<file path="src/rtl/dmem_arbiter_pkg.sv">
// Shared types and constants for the data-memory arbiter.
// The optional statistics counters are built only when DMEM_ARB_STATS_EN is defined.
package dmem_arbiter_pkg;

  typedef enum logic {
    OWN_CPU = 1'b0,
    OWN_EXT = 1'b1
  } owner_e;

  localparam int ADDR_W_DEF    = 10;
  localparam int DATA_W_DEF    = 32;
  localparam int BURST_MAX_DEF = 4;
  localparam int STATS_W       = 16;

  // Saturating increment used by the statistics counters.
  function automatic logic [STATS_W-1:0] sat_inc(input logic [STATS_W-1:0] v);
    return (v == {STATS_W{1'b1}}) ? v : v + 1'b1;
  endfunction

endpackage

</file>
<file path="src/rtl/dmem_arbiter_if.sv">
// Requester-side access bus of the data-memory arbiter (one instance per requester).
// master = requester (CPU MEM stage or host port), slave = arbiter.
interface dmem_arbiter_if
  import dmem_arbiter_pkg::*;
#(
  parameter int ADDR_W = ADDR_W_DEF,
  parameter int DATA_W = DATA_W_DEF
);

  logic              req;
  logic              we;
  logic [ADDR_W-1:0] addr;
  logic [DATA_W-1:0] wdata;
  logic              gnt;
  logic              rvalid;
  logic [DATA_W-1:0] rdata;

  modport master (output req, we, addr, wdata, input gnt, rvalid, rdata);
  modport slave  (input req, we, addr, wdata, output gnt, rvalid, rdata);

endinterface

</file>
<file path="src/rtl/dmem_arbiter_arb_burst_ctrl.sv">
// Owner-based round-robin grant logic with a bounded burst length.
// The owner keeps winning contention until it has taken BURST_MAX grants in a row.
module arb_burst_ctrl
  import dmem_arbiter_pkg::*;
#(
  parameter int BURST_MAX = BURST_MAX_DEF
) (
  input  logic clk,
  input  logic arst_n,
  input  logic c_req,
  input  logic x_req,
  output logic c_gnt,
  output logic x_gnt
);

  localparam int CNT_W = $clog2(BURST_MAX + 1);
  localparam logic [CNT_W-1:0] CNT_MAX = CNT_W'(BURST_MAX);

  owner_e           owner_q, owner_d, gnt_side;
  logic [CNT_W-1:0] cnt_q, cnt_d;

  // Owner / burst-count state register.
  always_ff @(posedge clk or negedge arst_n) begin
    if (!arst_n) begin
      owner_q <= OWN_CPU;
      cnt_q   <= '0;
    end else begin
      owner_q <= owner_d;
      cnt_q   <= cnt_d;
    end
  end

  // Grant decision and next owner / burst count.
  always_comb begin
    c_gnt    = 1'b0;
    x_gnt    = 1'b0;
    owner_d  = owner_q;
    cnt_d    = cnt_q;
    gnt_side = OWN_CPU;

    if (c_req && x_req) begin
      if (cnt_q < CNT_MAX) begin
        c_gnt = (owner_q == OWN_CPU);
        x_gnt = (owner_q == OWN_EXT);
      end else begin
        c_gnt = (owner_q == OWN_EXT);
        x_gnt = (owner_q == OWN_CPU);
      end
    end else begin
      c_gnt = c_req;
      x_gnt = x_req;
    end

    if (c_gnt || x_gnt) begin
      gnt_side = x_gnt ? OWN_EXT : OWN_CPU;
      if (gnt_side == owner_q) begin
        cnt_d = (cnt_q < CNT_MAX) ? cnt_q + 1'b1 : CNT_MAX;
      end else begin
        owner_d = gnt_side;
        cnt_d   = CNT_W'(1);
      end
    end else begin
      // An idle cycle ends the burst but leaves ownership unchanged.
      cnt_d = '0;
    end
  end

endmodule

</file>
<file path="src/rtl/dmem_arbiter.sv">
// Single-port data SRAM arbiter between the CPU MEM stage (c) and the host port (x).
// Grants one access per cycle, returns read data one cycle after the grant and
// stalls the CPU whenever its request is not granted.
// Optional: define DMEM_ARB_STATS_EN to add conflict_cnt / cpu_stall_cnt outputs.
module dmem_arbiter
  import dmem_arbiter_pkg::*;
#(
  parameter int ADDR_W    = ADDR_W_DEF,
  parameter int DATA_W    = DATA_W_DEF,
  parameter int BURST_MAX = BURST_MAX_DEF
) (
  input  logic                clk,
  input  logic                arst_n,
  dmem_arbiter_if.slave       c,
  dmem_arbiter_if.slave       x,
  output logic                cpu_stall,
  output logic [ADDR_W-1:0]   mem_addr,
  output logic                mem_wen,
  output logic                mem_ren,
  output logic [DATA_W-1:0]   mem_wdata,
  input  logic [DATA_W-1:0]   mem_rdata
`ifdef DMEM_ARB_STATS_EN
  ,
  output logic [STATS_W-1:0]  conflict_cnt,
  output logic [STATS_W-1:0]  cpu_stall_cnt
`endif
);

  logic c_gnt, x_gnt;
  logic c_vld_p1, x_vld_p1;

  arb_burst_ctrl #(.BURST_MAX(BURST_MAX)) u_ctrl (
    .clk    (clk),
    .arst_n (arst_n),
    .c_req  (c.req),
    .x_req  (x.req),
    .c_gnt  (c_gnt),
    .x_gnt  (x_gnt)
  );

  assign c.gnt     = c_gnt;
  assign x.gnt     = x_gnt;
  assign cpu_stall = c.req & ~c_gnt;

  // Route the granted port onto the SRAM; bus is zero when nothing is granted.
  always_comb begin
    mem_addr  = '0;
    mem_wdata = '0;
    mem_wen   = 1'b0;
    mem_ren   = 1'b0;
    if (c_gnt) begin
      mem_addr  = c.addr;
      mem_wdata = c.wdata;
      mem_wen   = c.we;
      mem_ren   = ~c.we;
    end else if (x_gnt) begin
      mem_addr  = x.addr;
      mem_wdata = x.wdata;
      mem_wen   = x.we;
      mem_ren   = ~x.we;
    end
  end

  // ---- stage p1: read-return tag, aligned with the SRAM's 1-cycle read latency ----
  // Remember which side issued a read so its data is steered back next cycle.
  always_ff @(posedge clk or negedge arst_n) begin
    if (!arst_n) begin
      c_vld_p1 <= 1'b0;
      x_vld_p1 <= 1'b0;
    end else begin
      c_vld_p1 <= c_gnt & ~c.we;
      x_vld_p1 <= x_gnt & ~x.we;
    end
  end

  assign c.rvalid = c_vld_p1;
  assign x.rvalid = x_vld_p1;
  assign c.rdata  = c_vld_p1 ? mem_rdata : '0;
  assign x.rdata  = x_vld_p1 ? mem_rdata : '0;

`ifdef DMEM_ARB_STATS_EN
  // Saturating counts of contention cycles and CPU stall cycles.
  always_ff @(posedge clk or negedge arst_n) begin
    if (!arst_n) begin
      conflict_cnt  <= '0;
      cpu_stall_cnt <= '0;
    end else begin
      if (c.req && x.req) conflict_cnt  <= sat_inc(conflict_cnt);
      if (cpu_stall)      cpu_stall_cnt <= sat_inc(cpu_stall_cnt);
    end
  end
`endif

endmodule

</file>
<file path="src/flat_wrapper.sv">
// flat-port wrapper written by rule: the top's interface ports become plain ports
module dmem_arbiter_flat import dmem_arbiter_pkg::*;
#(
  parameter int ADDR_W    = ADDR_W_DEF,
  parameter int DATA_W    = DATA_W_DEF,
  parameter int BURST_MAX = BURST_MAX_DEF
)
  (clk, arst_n, cpu_stall, mem_addr, mem_wen, mem_ren, mem_wdata, mem_rdata, c_req, c_we, c_addr, c_wdata, c_gnt, c_rvalid, c_rdata, x_req, x_we, x_addr, x_wdata, x_gnt, x_rvalid, x_rdata);
  dmem_arbiter_if #(.ADDR_W(ADDR_W), .DATA_W(DATA_W)) c_i ();
  dmem_arbiter_if #(.ADDR_W(ADDR_W), .DATA_W(DATA_W)) x_i ();
  input  logic clk;
  input  logic arst_n;
  output logic cpu_stall;
  output logic [ADDR_W-1:0] mem_addr;
  output logic mem_wen;
  output logic mem_ren;
  output logic [DATA_W-1:0] mem_wdata;
  input  logic [DATA_W-1:0] mem_rdata;
  input wire logic [$bits(c_i.req)-1:0] c_req;
  input wire logic [$bits(c_i.we)-1:0] c_we;
  input wire logic [$bits(c_i.addr)-1:0] c_addr;
  input wire logic [$bits(c_i.wdata)-1:0] c_wdata;
  output wire logic [$bits(c_i.gnt)-1:0] c_gnt;
  output wire logic [$bits(c_i.rvalid)-1:0] c_rvalid;
  output wire logic [$bits(c_i.rdata)-1:0] c_rdata;
  input wire logic [$bits(x_i.req)-1:0] x_req;
  input wire logic [$bits(x_i.we)-1:0] x_we;
  input wire logic [$bits(x_i.addr)-1:0] x_addr;
  input wire logic [$bits(x_i.wdata)-1:0] x_wdata;
  output wire logic [$bits(x_i.gnt)-1:0] x_gnt;
  output wire logic [$bits(x_i.rvalid)-1:0] x_rvalid;
  output wire logic [$bits(x_i.rdata)-1:0] x_rdata;
  assign c_i.req = c_req;
  assign c_i.we = c_we;
  assign c_i.addr = c_addr;
  assign c_i.wdata = c_wdata;
  assign c_gnt = c_i.gnt;
  assign c_rvalid = c_i.rvalid;
  assign c_rdata = c_i.rdata;
  assign x_i.req = x_req;
  assign x_i.we = x_we;
  assign x_i.addr = x_addr;
  assign x_i.wdata = x_wdata;
  assign x_gnt = x_i.gnt;
  assign x_rvalid = x_i.rvalid;
  assign x_rdata = x_i.rdata;
  dmem_arbiter #(.ADDR_W(ADDR_W), .DATA_W(DATA_W), .BURST_MAX(BURST_MAX)) u_core (.clk(clk), .arst_n(arst_n), .c(c_i), .x(x_i), .cpu_stall(cpu_stall), .mem_addr(mem_addr), .mem_wen(mem_wen), .mem_ren(mem_ren), .mem_wdata(mem_wdata), .mem_rdata(mem_rdata));
endmodule
</file>
<file path="config.mk">
export PLATFORM = sky130hd
export DESIGN_NAME = dmem_arbiter_flat
export DESIGN_NICKNAME = d
export VERILOG_FILES = /design/src/rtl/dmem_arbiter_pkg.sv /design/src/rtl/dmem_arbiter_if.sv /design/src/rtl/dmem_arbiter_arb_burst_ctrl.sv /design/src/rtl/dmem_arbiter.sv /design/src/flat_wrapper.sv
export SDC_FILE = /design/constraint.sdc
export NUM_CORES = 1
export LEC_CHECK = 0
export CAP_MARGIN = 10
export CORE_AREA = 2 2 91 93
export CTS_CLUSTER_SIZE = 28
export DETAILED_ROUTE_END_ITERATION = 10
export DIE_AREA = 0 0 93 95
export PLACE_DENSITY_LB_ADDON = 0.12
export SYNTH_ARGS = -nofsm -noshare
export SYNTH_HDL_FRONTEND = slang
export SYNTH_SLANG_ARGS = --single-unit
</file>
<file path="constraint.sdc">
create_clock -name clk -period 1.44 [get_ports clk]
set_clock_uncertainty 0.1 [all_clocks]
set_input_delay 0.144 -clock clk [delete_from_list [all_inputs] [get_ports clk]]
set_output_delay 0.144 -clock clk [all_outputs]
set_load 0.005 [all_outputs]
</file>
==> metrics.md, run 1 <==
| Metric | Value |
|---|---|
| Status | `finished with violations` |
| Violated checks | `setup timing` |
| R2r startpoint | `u_core.u_ctrl.owner_q` |
| Root Driver | `clkbuf_8` |
| Starting DRT DRC Count | `44` |
| Setup TNS | `-23.46 ns` |
| Startpoint Class | `flip-flop` |
| Max stage delay on crit path | `0.39 ns` |
| #FFs+latches synth | `6` |
| Clk_lat worst skew | `0.22 ns` |
| Clk buf depth | `2` |
| Largest area contributor in the netlist | `and2_1` |
| CP max stage cell | `dfrtp_1` |
| Max Cap Violations | `0` |
| Port bufs | `234` |
| Layout cells sized above 1 | `48.2%` |
| DRC | `0` |
| Initial antenna violation count | `0` |
| Sequential element share of the synthesized area | `12.2%` |
| Power after layout | `0.00291 W` |
| Synth Net Count | `273` |
| Global-route wire length before repair | `11200 µm` |
| TritonCTS Buffers | `3` |
| Fmax | `502 MHz` |
| FF-to-FF path depth | `6` |
| Antenna Nets Post-Route | `0` |
| Largest net degree at the start of global routing | `47` |
| Vias per cell | `4.30` |
| PnR worst setup slack | `-0.554 ns` |
| WP data required | `1.20 ns` |
| Die W | `93 µm` |
| Area Growth Syn to Fin | `224%` |
| Minimum clock period | `1.99 ns` |
| Cell area power density | `730 mW/mm²` |
| Via count | `2251` |
| Post-synth top area share | `33.6%` |
| Nets@finish | `544` |
| DR WL/cell | `16.7 µm` |
| Crit path capture type | `primary output` |
| Gr usage total | `16.3%` |
| Grt ovf | `0` |
| Unrepaired setup endpoints after global routing | `true` |
| Synth area leaders | `and2_1, a22o_1, dfrtp_1, buf_8, buf_6` |
| Die Ht | `95 µm` |
| DP HPWL | `5900 µm` |
| Vias in the first global route | `2106` |
| Commonest cells in the netlist | `and2_1, a22o_1, clkbuf_1, dfrtp_1, buf_6` |
| Max FO, Critical Path | `6` |
| Crit Path Category | `reg -> out` |
| Critical-path cell list | `xnor2_2 -> buf_4 -> a21oi_4 -> buf_12 -> buf_6 -> clkbuf_16 -> a22o_1 -> buf_2` |
| CTS sink count | `6` |
| Worst path bufs/invs | `5` |
| Avg Inst Size Synth | `8.20 µm²` |
| Actual slew at the worst max-slew pin | `0.263 ns` |
| Final Setup Violations | `76` |
| CTS tree | `built` |
| N_diodes | `0` |
| Final Hold Viols | `0` |
| WL final | `8730 µm` |
| Asr flop ratio synth | `100%` |
| Drt pass-1 iters | `4` |
| Post-synthesis cell type count | `21` |
| Yosys Warn Count | `0` |
| Crit path arrival time | `1.75 ns` |
| EDFF count, synth | `0` |
| Worst VDD drop | `0.000316 V` |
| Leakage dissipation | `1.96 nW` |
| Die area | `0.00884 mm²` |
| Hold Path Class | `in -> async` |
| Synth Flop Type | `dfrtp_1` |
| Most common cell in the netlist | `and2_1` |
| Worst setup path startpoint | `u_core.u_ctrl.owner_q` |
| Clock Pin Slew Worst Setup and Hold Paths | `0.04 ns` |
| Hold_buf cts | `0` |
| Max-slew violations | `0` |
| Worst slew margin | `82.4%` |
| # H-tree levels | `1` |
| Synthesized cell area | `0.00123 mm²` |
| Crit path depth | `8` |
| Area of the core | `0.00793 mm²` |
| IO Pins | `235` |
| Final period util | `138%` |
| Starting Density | `15.5%` |
| Number of cell rows | `33` |
| Syn Inst Count | `150` |
| GPL Wtd Cong | `0.739` |
| Worst path top cell family by delay | `buffers and inverters` |
[cell type report]
type / instances / area (µm²)
inverters: 3 / 11.3
repair buffers: 282 / 2630
fillers: 786 / 3940
multi-input cells: 125 / 1010
flip-flops and latches: 6 / 153
clock buffers: 3 / 41.3
well taps: 105 / 131
[worst paths after layout]
check	end	slack (ns)
setup reg to reg	u_core.c.rvalid	-0.08
hold reg to reg	u_core.u_ctrl.cnt_q[0]	0.38
setup / recovery	mem_wdata[27]	-0.55
hold / removal	u_core.u_ctrl.owner_q	0.06
max in group asynchronous	u_core.c.rvalid	0.95
min in group clk	u_core.u_ctrl.cnt_q[0]	0.38
[metal layers]
layer | part of all wire, % | track usage (%) | vias to the layer above
li1 | - | - | 1082
met4 | 0.52 | 2.70 | 0
met3 | 8.8 | 4.07 | 4
met2 | 57 | 33.1 | 140
met5 | 0 | 0 | -
met1 | 34 | 16.8 | 1025
[cell families (layout without fill, tap and decap cells)]
family          Yosys count  count (layout)  share of synthesized area, %
compound gates           50              50                          35.9
mux                       1               1                         0.814
xor+xnor                  1               1                          1.32
buf+inv                  19             288                          12.8
fa+ha+maj                 1               1                          1.02
simple gates             72              72                          35.9
flops                     6               6                          12.2
[per-stage QoR]
step	hold WS (ns)	utilization [%]	instances	setup slack [ns]	cell area, µm²
3_3_place_gp	0.303	46.3	483	-0.627	3670
2_1_floorplan	-0.252	-	150	-0.0435	1230
3_5_place_dp	0.305	46.3	483	-0.619	3670
4_1_cts	0.0729	47.4	512	-0.829	3760
5_1_grt	0.0777	50.3	524	-0.622	3990
6_report	0.0644	50.3	524	-0.554	3990
[cells in the final DEF, fill, tap and decap left out, drive strengths merged]
master and n:
buf 132, clkdlybuf4s50 121, and2 66, a22o 44, clkbuf 31, dfrtp 6, inv 3, nor2 3
xnor2 1, a21oi 1, o21a 1, mux2i 1, nor3b 1, nand2 1, nand2b 1, o221ai 1
o31ai 1, a311oi 1, a22oi 1, ha 1, dlygate4sd2 1
[power by group]
| group | internal, W | switching [W] |
|---|---|---|
| logic | 0.00154 | 0.000860 |
| registers | 0.000219 | 0.0000416 |
| clock network | 0.000179 | 0.0000672 |
[state kept, by name, summed over array words and instances (netlist names)]
register	count
u_core.x.rvalid	1
u_core.c.rvalid	1
u_core.u_ctrl.cnt_q	3
u_core.u_ctrl.owner_q	1
[what timing repair did]
| item | CTS | global route |
|---|---|---|
| gates cloned | 8 | 6 |
| setup endpoints to repair | 114 | 108 |
| resized for setup | 314 | 189 |
| buffers inserted | 18 | 12 |
| pin swaps | 5 | 37 |
No activity file was read; power rests on OpenSTA's default activity.
==> run 2, diff against run 1 <==
--- a/config.mk
+++ b/config.mk
@@ -15,2 +15,3 @@
 export SYNTH_HDL_FRONTEND = slang
+export SYNTH_HIERARCHICAL = 1
 export SYNTH_SLANG_ARGS = --single-unit
--- a/constraint.sdc
+++ b/constraint.sdc
@@ -4,2 +4,2 @@
 set_output_delay 0.144 -clock clk [all_outputs]
-set_load 0.005 [all_outputs]
+set_load 0.05 [all_outputs]
==> run 2 against run 1 <==
Die area unchanged. Count of clock-buffer cells in the layout increased by 1. Via count rose by 0.89%. Largest cell class unchanged. Critical path type unchanged. The run still ends with setup timing left. Area after synthesis is 4.6% higher. Highest routed layer unchanged. Sequential share of layout area down 1.1 points. Clock power increased by 11%. Hold slack got worse by 0.0039 ns. Maximum frequency fell by 2.4%. Final area grew 45%. Sequential cell count did not move.
==> metrics.md, run 2 <==
| Metric | Value |
|---|---|
| Met1 wire length | `3280 µm (was 2930 µm)` |
| Worst slew margin | `81.1% (was 82.4%)` |
| Pre-CTS setup slack | `-0.515 ns (was -0.619 ns)` |
| #FFs+latches synth | `6 (unchanged)` |
| Clk_lat worst skew | `0.23 ns (was 0.22 ns)` |
| Main combinational cell family by area after synthesis | `simple AND/OR/NAND/NOR gates (was compound AO/OA/AOI/OAI gates)` |
| IO Pins | `235 (unchanged)` |
| Worst VDD drop | `0.000584 V (was 0.000316 V)` |
| Minimum clock period | `2.04 ns (was 1.99 ns)` |
| Sequential element share of the synthesized area | `11.7% (was 12.2%)` |
| CP max stage cell | `dfrtp_2 (was dfrtp_1)` |
| Synth Net Count | `283 (was 273)` |
| Critical-path cell list | `xnor2_4 -> o21a_4 -> nor2b_4 -> buf_6 -> buf_12 -> a22o_4 -> buf_12 (was xnor2_2 -> buf_4 -> a21oi_4 -> buf_12 -> buf_6 -> clkbuf_16 -> a22o_1 -> buf_2)` |
| Avg Inst Size Synth | `8.04 µm² (was 8.20 µm²)` |
| Root Driver | `clkbuf_8 (unchanged)` |
| Max Cap Violations | `0 (unchanged)` |
| Vias in the first global route | `2360 (was 2106)` |
| Final Setup Violations | `64 (was 76)` |
| Syn Inst Count | `160 (was 150)` |
| Leakage dissipation | `2.49 nW (was 1.96 nW)` |
| Post-synth top area share | `31.1% (was 33.6%)` |
| Starting DRT DRC Count | `50 (was 44)` |
| DP HPWL | `7790 µm (was 5900 µm)` |
| Asr flop ratio synth | `100% (unchanged)` |
| Post-synthesis cell type count | `31 (was 21)` |
| WP data required | `1.20 ns (about the same)` |
| Gr usage total | `18.7% (was 16.3%)` |
| Area Growth Syn to Fin | `350% (was 224%)` |
| Synthesized cell area | `0.00129 mm² (was 0.00123 mm²)` |
| N_diodes | `0 (unchanged)` |
| Via count | `2271 (was 2251)` |
| WL final | `9820 µm (was 8730 µm)` |
| Cell area power density | `880 mW/mm² (was 730 mW/mm²)` |
| Synth area leaders | `and2_1, a22o_1, dfrtp_1, buf_8, buf_6 (unchanged)` |
| Fillers | `534 (was 786)` |
| Crit Path Category | `reg -> out (unchanged)` |
| Crit path arrival time | `1.80 ns (was 1.75 ns)` |
| Die Ht | `95 µm (unchanged)` |
| Power after layout | `0.00509 W (was 0.00291 W)` |
| Adder-Cell Fraction of Synth Area | `0.973% (was 1.02%)` |
| Vias per cell | `4.39 (was 4.30)` |
| Hold_buf cts | `0 (unchanged)` |
| TritonCTS Buffers | `3 (unchanged)` |
| Max stage delay on crit path | `0.43 ns (was 0.39 ns)` |
| DR WL/cell | `19.0 µm (was 16.7 µm)` |
| Most common cell in the netlist | `and2_1 (unchanged)` |
| Post-Synth XOR/XNOR Area | `0.681% (was 1.32%)` |
| Largest net degree at the start of global routing | `38 (was 47)` |
| Max FO, Critical Path | `15 (was 6)` |
| Final Hold Viols | `0 (unchanged)` |
| Fmax | `489 MHz (was 502 MHz)` |
| Die W | `93 µm (unchanged)` |
| Commonest non-fill, non-tap cell in the layout | `clkdlybuf4s50_1 (unchanged)` |
| Drt pass-1 iters | `4 (unchanged)` |
| Crit path capture type | `primary output (unchanged)` |
| Layout cells sized above 1 | `65.5% (was 48.2%)` |
| Met3 WL post-DR | `1110 µm (was 765 µm)` |
| Clock Pin Slew Worst Setup and Hold Paths | `0.04 ns (about the same)` |
| Met2 wire len | `5410 µm (was 4990 µm)` |
| Final period util | `142% (was 138%)` |
| DRC | `0 (unchanged)` |
| Starting Density | `16.2% (was 15.5%)` |
| Global-route wire length before repair | `12900 µm (was 11200 µm)` |
| Unrepaired setup endpoints after global routing | `true (unchanged)` |
| # H-tree levels | `1 (unchanged)` |
| Post-route core utilization | `73.0% (was 50.3%)` |
| Startpoint Class | `flip-flop (unchanged)` |
| Status | `finished with violations (unchanged)` |
| Hold Path Class | `in -> async (unchanged)` |
| Die area | `0.00884 mm² (unchanged)` |
| FF-to-FF path depth | `6 (unchanged)` |
| EDFF count, synth | `0 (unchanged)` |
| Max layer used | `met4 (unchanged)` |
| Actual slew at the worst max-slew pin | `0.282 ns (was 0.263 ns)` |
| CTS sink count | `6 (unchanged)` |
| Reg with most FFs | `u_core/u_ctrl/cnt_q (was u_core.u_ctrl.cnt_q)` |
| Clk buf depth | `2 (unchanged)` |
| Post-synthesis mux area share | `1.85% (was 0.814%)` |
| Final hold slack | `0.0606 ns (was 0.0644 ns)` |
| Area of the core | `0.00793 mm² (unchanged)` |
| Nets@finish | `536 (was 544)` |
| Synth Flop Type | `dfrtp_1 (unchanged)` |
| Port bufs | `234 (unchanged)` |
| CTS tree | `built (unchanged)` |
| Commonest non-fill, non-tap cells in the layout | `clkdlybuf4s50_1, buf_12, a22o_4 (was clkdlybuf4s50_1, buf_6, buf_2)` |
| Number of cell rows | `33 (unchanged)` |
| GPL Wtd Cong | `0.728 (was 0.739)` |
| Violated checks | `setup timing (unchanged)` |
| Largest area contributor in the netlist | `and2_1 (unchanged)` |
| Commonest cells in the netlist | `and2_1, a22o_1, clkbuf_1, dfrtp_1, buf_6 (unchanged)` |
| Number of flip-flops in the largest register | `3 (unchanged)` |
| Max-slew violations | `0 (unchanged)` |
| Grt ovf | `0 (unchanged)` |
| Antenna Nets Post-Route | `0 (unchanged)` |
| Synth Area in Simple Gates | `37.1% (was 35.9%)` |
| Initial antenna violation count | `0 (unchanged)` |
| Compound-gate portion of the synthesized area | `34.3% (was 35.9%)` |
| Crit-path most repeated cell | `buf_12` |
| PnR worst setup slack | `-0.603 ns (was -0.554 ns)` |
| Yosys Warn Count | `6 (was 0)` |
-- run 2: cell count changes after synthesis, moves of 2 or more --
cell	change
a21o_1	+2
a22o_1	-2
and2_1	-2
buf_2	+2
nand2_1	+2
nor2_1	-2
nor2b_1	+2
o21ai_0	+2
-- run 2: where the power goes --
| part | switching, W | total (W) | leakage [nW] | internal, W |
|---|---|---|---|---|
| logic | 0.00213 | 0.00456 | 2.40 | 0.00243 |
| registers | 0.0000467 | 0.000260 | 0.0704 | 0.000213 |
| clock network | 0.0000817 | 0.000273 | 0.0228 | 0.000191 |
| total | 0.00226 | 0.00509 | 2.49 | 0.00283 |
-- run 2: through the flow --
step / area [µm²] / setup TNS, ns / cells
global route: 5790 / -30.59 / 517
floorplan: 1790 / -22.30 / 160
finish: 5790 / -27.00 / 517
detailed placement: 5370 / -22.85 / 495
global placement: 5370 / -22.37 / 495
CTS: 5490 / -26.77 / 502
-- run 2: metal layers --
| metal | vias to the layer above | GRT usage (%) |
|---|---|---|
| met5 | - | 0 |
| met4 | 0 | 2.57 |
| met3 | 3 | 8.30 |
| met2 | 141 | 35.1 |
| met1 | 1057 | 19.7 |
| li1 | 1070 | - |
-- run 2: path summary, 6_finish.rpt --
| check | start | end | slack (ns) |
|---|---|---|---|
| setup / recovery | u_core/u_ctrl/owner_q | mem_wdata[18] | -0.60 |
| hold / removal | arst_n | u_core/u_ctrl/cnt_q[0] | 0.06 |
| setup reg to reg | u_core/u_ctrl/owner_q | u_core/c.rvalid | -0.15 |
| hold reg to reg | u_core/u_ctrl/cnt_q[0] | u_core/u_ctrl/cnt_q[0] | 0.37 |
| max in group asynchronous | arst_n | u_core/u_ctrl/cnt_q[2] | 0.93 |
| min in group clk | u_core/u_ctrl/cnt_q[0] | u_core/u_ctrl/cnt_q[0] | 0.37 |
-- run 2: final cells by class --
| cell class | count | area [µm²] | share of cell area (%) |
|---|---|---|---|
| repair buffers | 267 | 3940 | 68.0 |
| multi-input cells | 132 | 1510 | 26.0 |
| flip-flops and latches | 6 | 155 | 2.68 |
| well taps | 105 | 131 | 2.27 |
| clock buffers | 4 | 45.0 | 0.778 |
| inverters | 3 | 11.3 | 0.195 |
-- run 2: timing repair --
item,CTS,global route
resized for setup,11,41
pin swaps,1,1
gates cloned,0,10
buffers inserted,3,6
endpoints found under the hold margin,0,0
endpoints found under the setup margin,48,78
-- run 2: cells by family (layout without fill, tap and decap cells) --
kind of cell	after synthesis	after routing
compound gates	52	52
xor+xnor	1	1
fa+ha+maj	1	1
buf+inv	22	274
flops	6	6
mux	2	2
simple gates	76	76
-- run 2: worst max-delay path, delay by kind of cell, from the launching register on --
family,cells,cell delay [ns]
buffers and inverters,3,0.41
AO/OA/AOI/OAI,2,0.37
XOR/XNOR,1,0.17
AND/OR/NAND/NOR,1,0.18
flip-flops,1,0.43
==> run 3, diff against run 2 <==
- CAP_MARGIN: 10 -> default
- SKIP_LAST_GASP: default -> 1
==> run 3 against run 2 <==
The flow still finishes with violations (setup timing). Die area unchanged. Core utilization fell by 0.11 points. Sequential cell count unchanged. Critical path depth is the same. Global-route usage did not move. Sequential share of layout area is essentially flat. Largest power group unchanged. Count of clock-buffer cells in the layout stayed put.
==> metrics.md, run 3 (synthesis gave the netlist of run 2 again) <==
| Metric | Value |
|---|---|
| Commonest non-fill, non-tap cells in the layout | `clkdlybuf4s50_1, buf_12, a22o_4 (unchanged)` |
| Hold Path Class | `in -> async (unchanged)` |
| Die W | `93 µm (unchanged)` |
| Clk buf depth | `2 (unchanged)` |
| Cell area power density | `880 mW/mm² (about the same)` |
| Commonest non-fill, non-tap cell in the layout | `clkdlybuf4s50_1 (unchanged)` |
| GPL Wtd Cong | `0.728 (unchanged)` |
| Vias per cell | `4.39 (about the same)` |
| Port bufs | `234 (unchanged)` |
| Minimum clock period | `2.05 ns (was 2.04 ns)` |
| WP data required | `1.20 ns (about the same)` |
| Final Hold Viols | `0 (unchanged)` |
| Worst setup path startpoint | `u_core/u_ctrl/owner_q (unchanged)` |
| Starting Density | `16.2% (unchanged)` |
| WL final | `9840 µm (was 9820 µm)` |
| Drt pass-1 iters | `4 (unchanged)` |
| Initial antenna violation count | `0 (unchanged)` |
| Unrepaired setup endpoints after global routing | `true (unchanged)` |
| Number of cell rows | `33 (unchanged)` |
| Final period util | `142% (about the same)` |
| Placed insts | `495 (unchanged)` |
| Setup TNS | `-26.98 ns (was -27.00 ns)` |
| Number of flip-flops in the largest register | `3 (unchanged)` |
| Area Growth Syn to Fin | `349% (was 350%)` |
| PnR worst setup slack | `-0.605 ns (was -0.603 ns)` |
| Crit path arrival time | `1.80 ns (about the same)` |
| Crit path capture type | `primary output (unchanged)` |
| Design area | `0.00578 mm² (was 0.00579 mm²)` |
| Vias in the first global route | `2360 (unchanged)` |
| Grt ovf | `0 (unchanged)` |
| TritonCTS Buffers | `3 (unchanged)` |
| Via count | `2268 (was 2271)` |
| Gr usage total | `18.7% (unchanged)` |
| DR WL/cell | `19.0 µm (about the same)` |
| Violated checks | `setup timing (unchanged)` |
| Die area | `0.00884 mm² (unchanged)` |
| Reg with most FFs | `u_core/u_ctrl/cnt_q (unchanged)` |
| Reg2reg end | `u_core/c.rvalid (unchanged)` |
| DRC | `0 (unchanged)` |
| Final Setup Violations | `66 (was 64)` |
| Starting DRT DRC Count | `56 (was 50)` |
| Worst VDD drop | `0.000585 V (was 0.000584 V)` |
| Startpoint Class | `flip-flop (unchanged)` |
| Clock Pin Slew Worst Setup and Hold Paths | `0.04 ns (about the same)` |
| Crit path capture | `mem_wdata[18] (unchanged)` |
| # H-tree levels | `1 (unchanged)` |
| Post-DP Area | `0.00537 mm² (unchanged)` |
| Fillers | `536 (was 534)` |
| CTS sink count | `6 (unchanged)` |
| R2R Setup Slk | `-0.15 ns (about the same)` |
| FF-to-FF path depth | `6 (unchanged)` |
| Clk_lat worst skew | `0.23 ns (about the same)` |
| Post-route insts no fill | `517 (unchanged)` |
| Actual slew at the worst max-slew pin | `0.282 ns (about the same)` |
| Hold_buf cts | `0 (unchanged)` |
| Pre-CTS setup slack | `-0.515 ns (unchanged)` |
| Worst slew margin | `81.1% (about the same)` |
| Power after layout | `0.00508 W (was 0.00509 W)` |
| Die Ht | `95 µm (unchanged)` |
| IO Pins | `235 (unchanged)` |
| Global-route wire length before repair | `12900 µm (unchanged)` |
| DP HPWL | `7790 µm (unchanged)` |
| Status | `finished with violations (unchanged)` |
| Fmax | `489 MHz (about the same)` |
| Crit Path Category | `reg -> out (unchanged)` |
| Nets@finish | `536 (unchanged)` |
| CTS tree | `built (unchanged)` |
| Largest net degree at the start of global routing | `38 (unchanged)` |
| N_diodes | `0 (unchanged)` |
| R2r startpoint | `u_core/u_ctrl/owner_q (unchanged)` |
| Root Driver | `clkbuf_8 (unchanged)` |
| Antenna Nets Post-Route | `0 (unchanged)` |
| Max Cap Violations | `0 (unchanged)` |
| Layout cells sized above 1 | `65.0% (was 65.5%)` |
| Max FO, Critical Path | `15 (unchanged)` |
| Max-slew violations | `0 (unchanged)` |
| Leakage dissipation | `2.49 nW (about the same)` |
| Area of the core | `0.00793 mm² (unchanged)` |
[run 3: final cells by class]
type | count | area, µm² | area share, %
timing repair buffer | 267 | 3930 | 68.1
tap | 105 | 131 | 2.27
inverter | 3 | 11.3 | 0.195
sequential | 6 | 155 | 2.69
clock buffer | 4 | 45.0 | 0.780
multi-input combinational | 132 | 1500 | 26.0
[run 3: metal layers]
layer | global-route usage, % | wire [µm] | vias to the layer above
li1 | - | - | 1068
met1 | 19.7 | 3260 | 1056
met2 | 35.1 | 5430 | 141
met3 | 8.30 | 1120 | 3
met4 | 2.57 | 27 | 0
met5 | 0 | 0 | -
[run 3: worst min-delay path by stage]
stage,end,depth (start not counted)
after floorplan,u_core/c.rvalid,0
final,u_core/u_ctrl/cnt_q[0],1
after global placement,u_core/u_ctrl/cnt_q[0],1
after global routing,u_core/u_ctrl/cnt_q[0],1
after CTS,u_core/u_ctrl/cnt_q[0],1
after detailed placement,u_core/u_ctrl/owner_q,1
[run 3: metrics by stage]
step                      hold slack, ns  util [%]
after global placement             0.305      67.8
after floorplan                   -0.252         -
after CTS                         0.0814      69.2
after detailed placement           0.324      67.8
after global routing              0.0947      72.9
final                             0.0604      72.9
[run 3: report_power, final]
part | total [W] | internal, W | switching [W]
clock network | 0.000273 | 0.000191 | 0.0000820
registers | 0.000260 | 0.000213 | 0.0000467
logic | 0.00455 | 0.00242 | 0.00213
[run 3: timing repair]
action / CTS / global route
gates resized for setup: 11 / 38
pin swaps: 1 / 1
endpoints found under the setup margin: 48 / 78
setup buffers: 3 / 6
cloned: 0 / 10
[run 3: critical path, cell delays in order, from the launching register on]
cell     delay, ns
dfrtp_2       0.43
xnor2_4       0.17
o21a_4        0.23
nor2b_4       0.17
buf_4         0.14
buf_12        0.15
a22o_4        0.14
buf_12        0.13
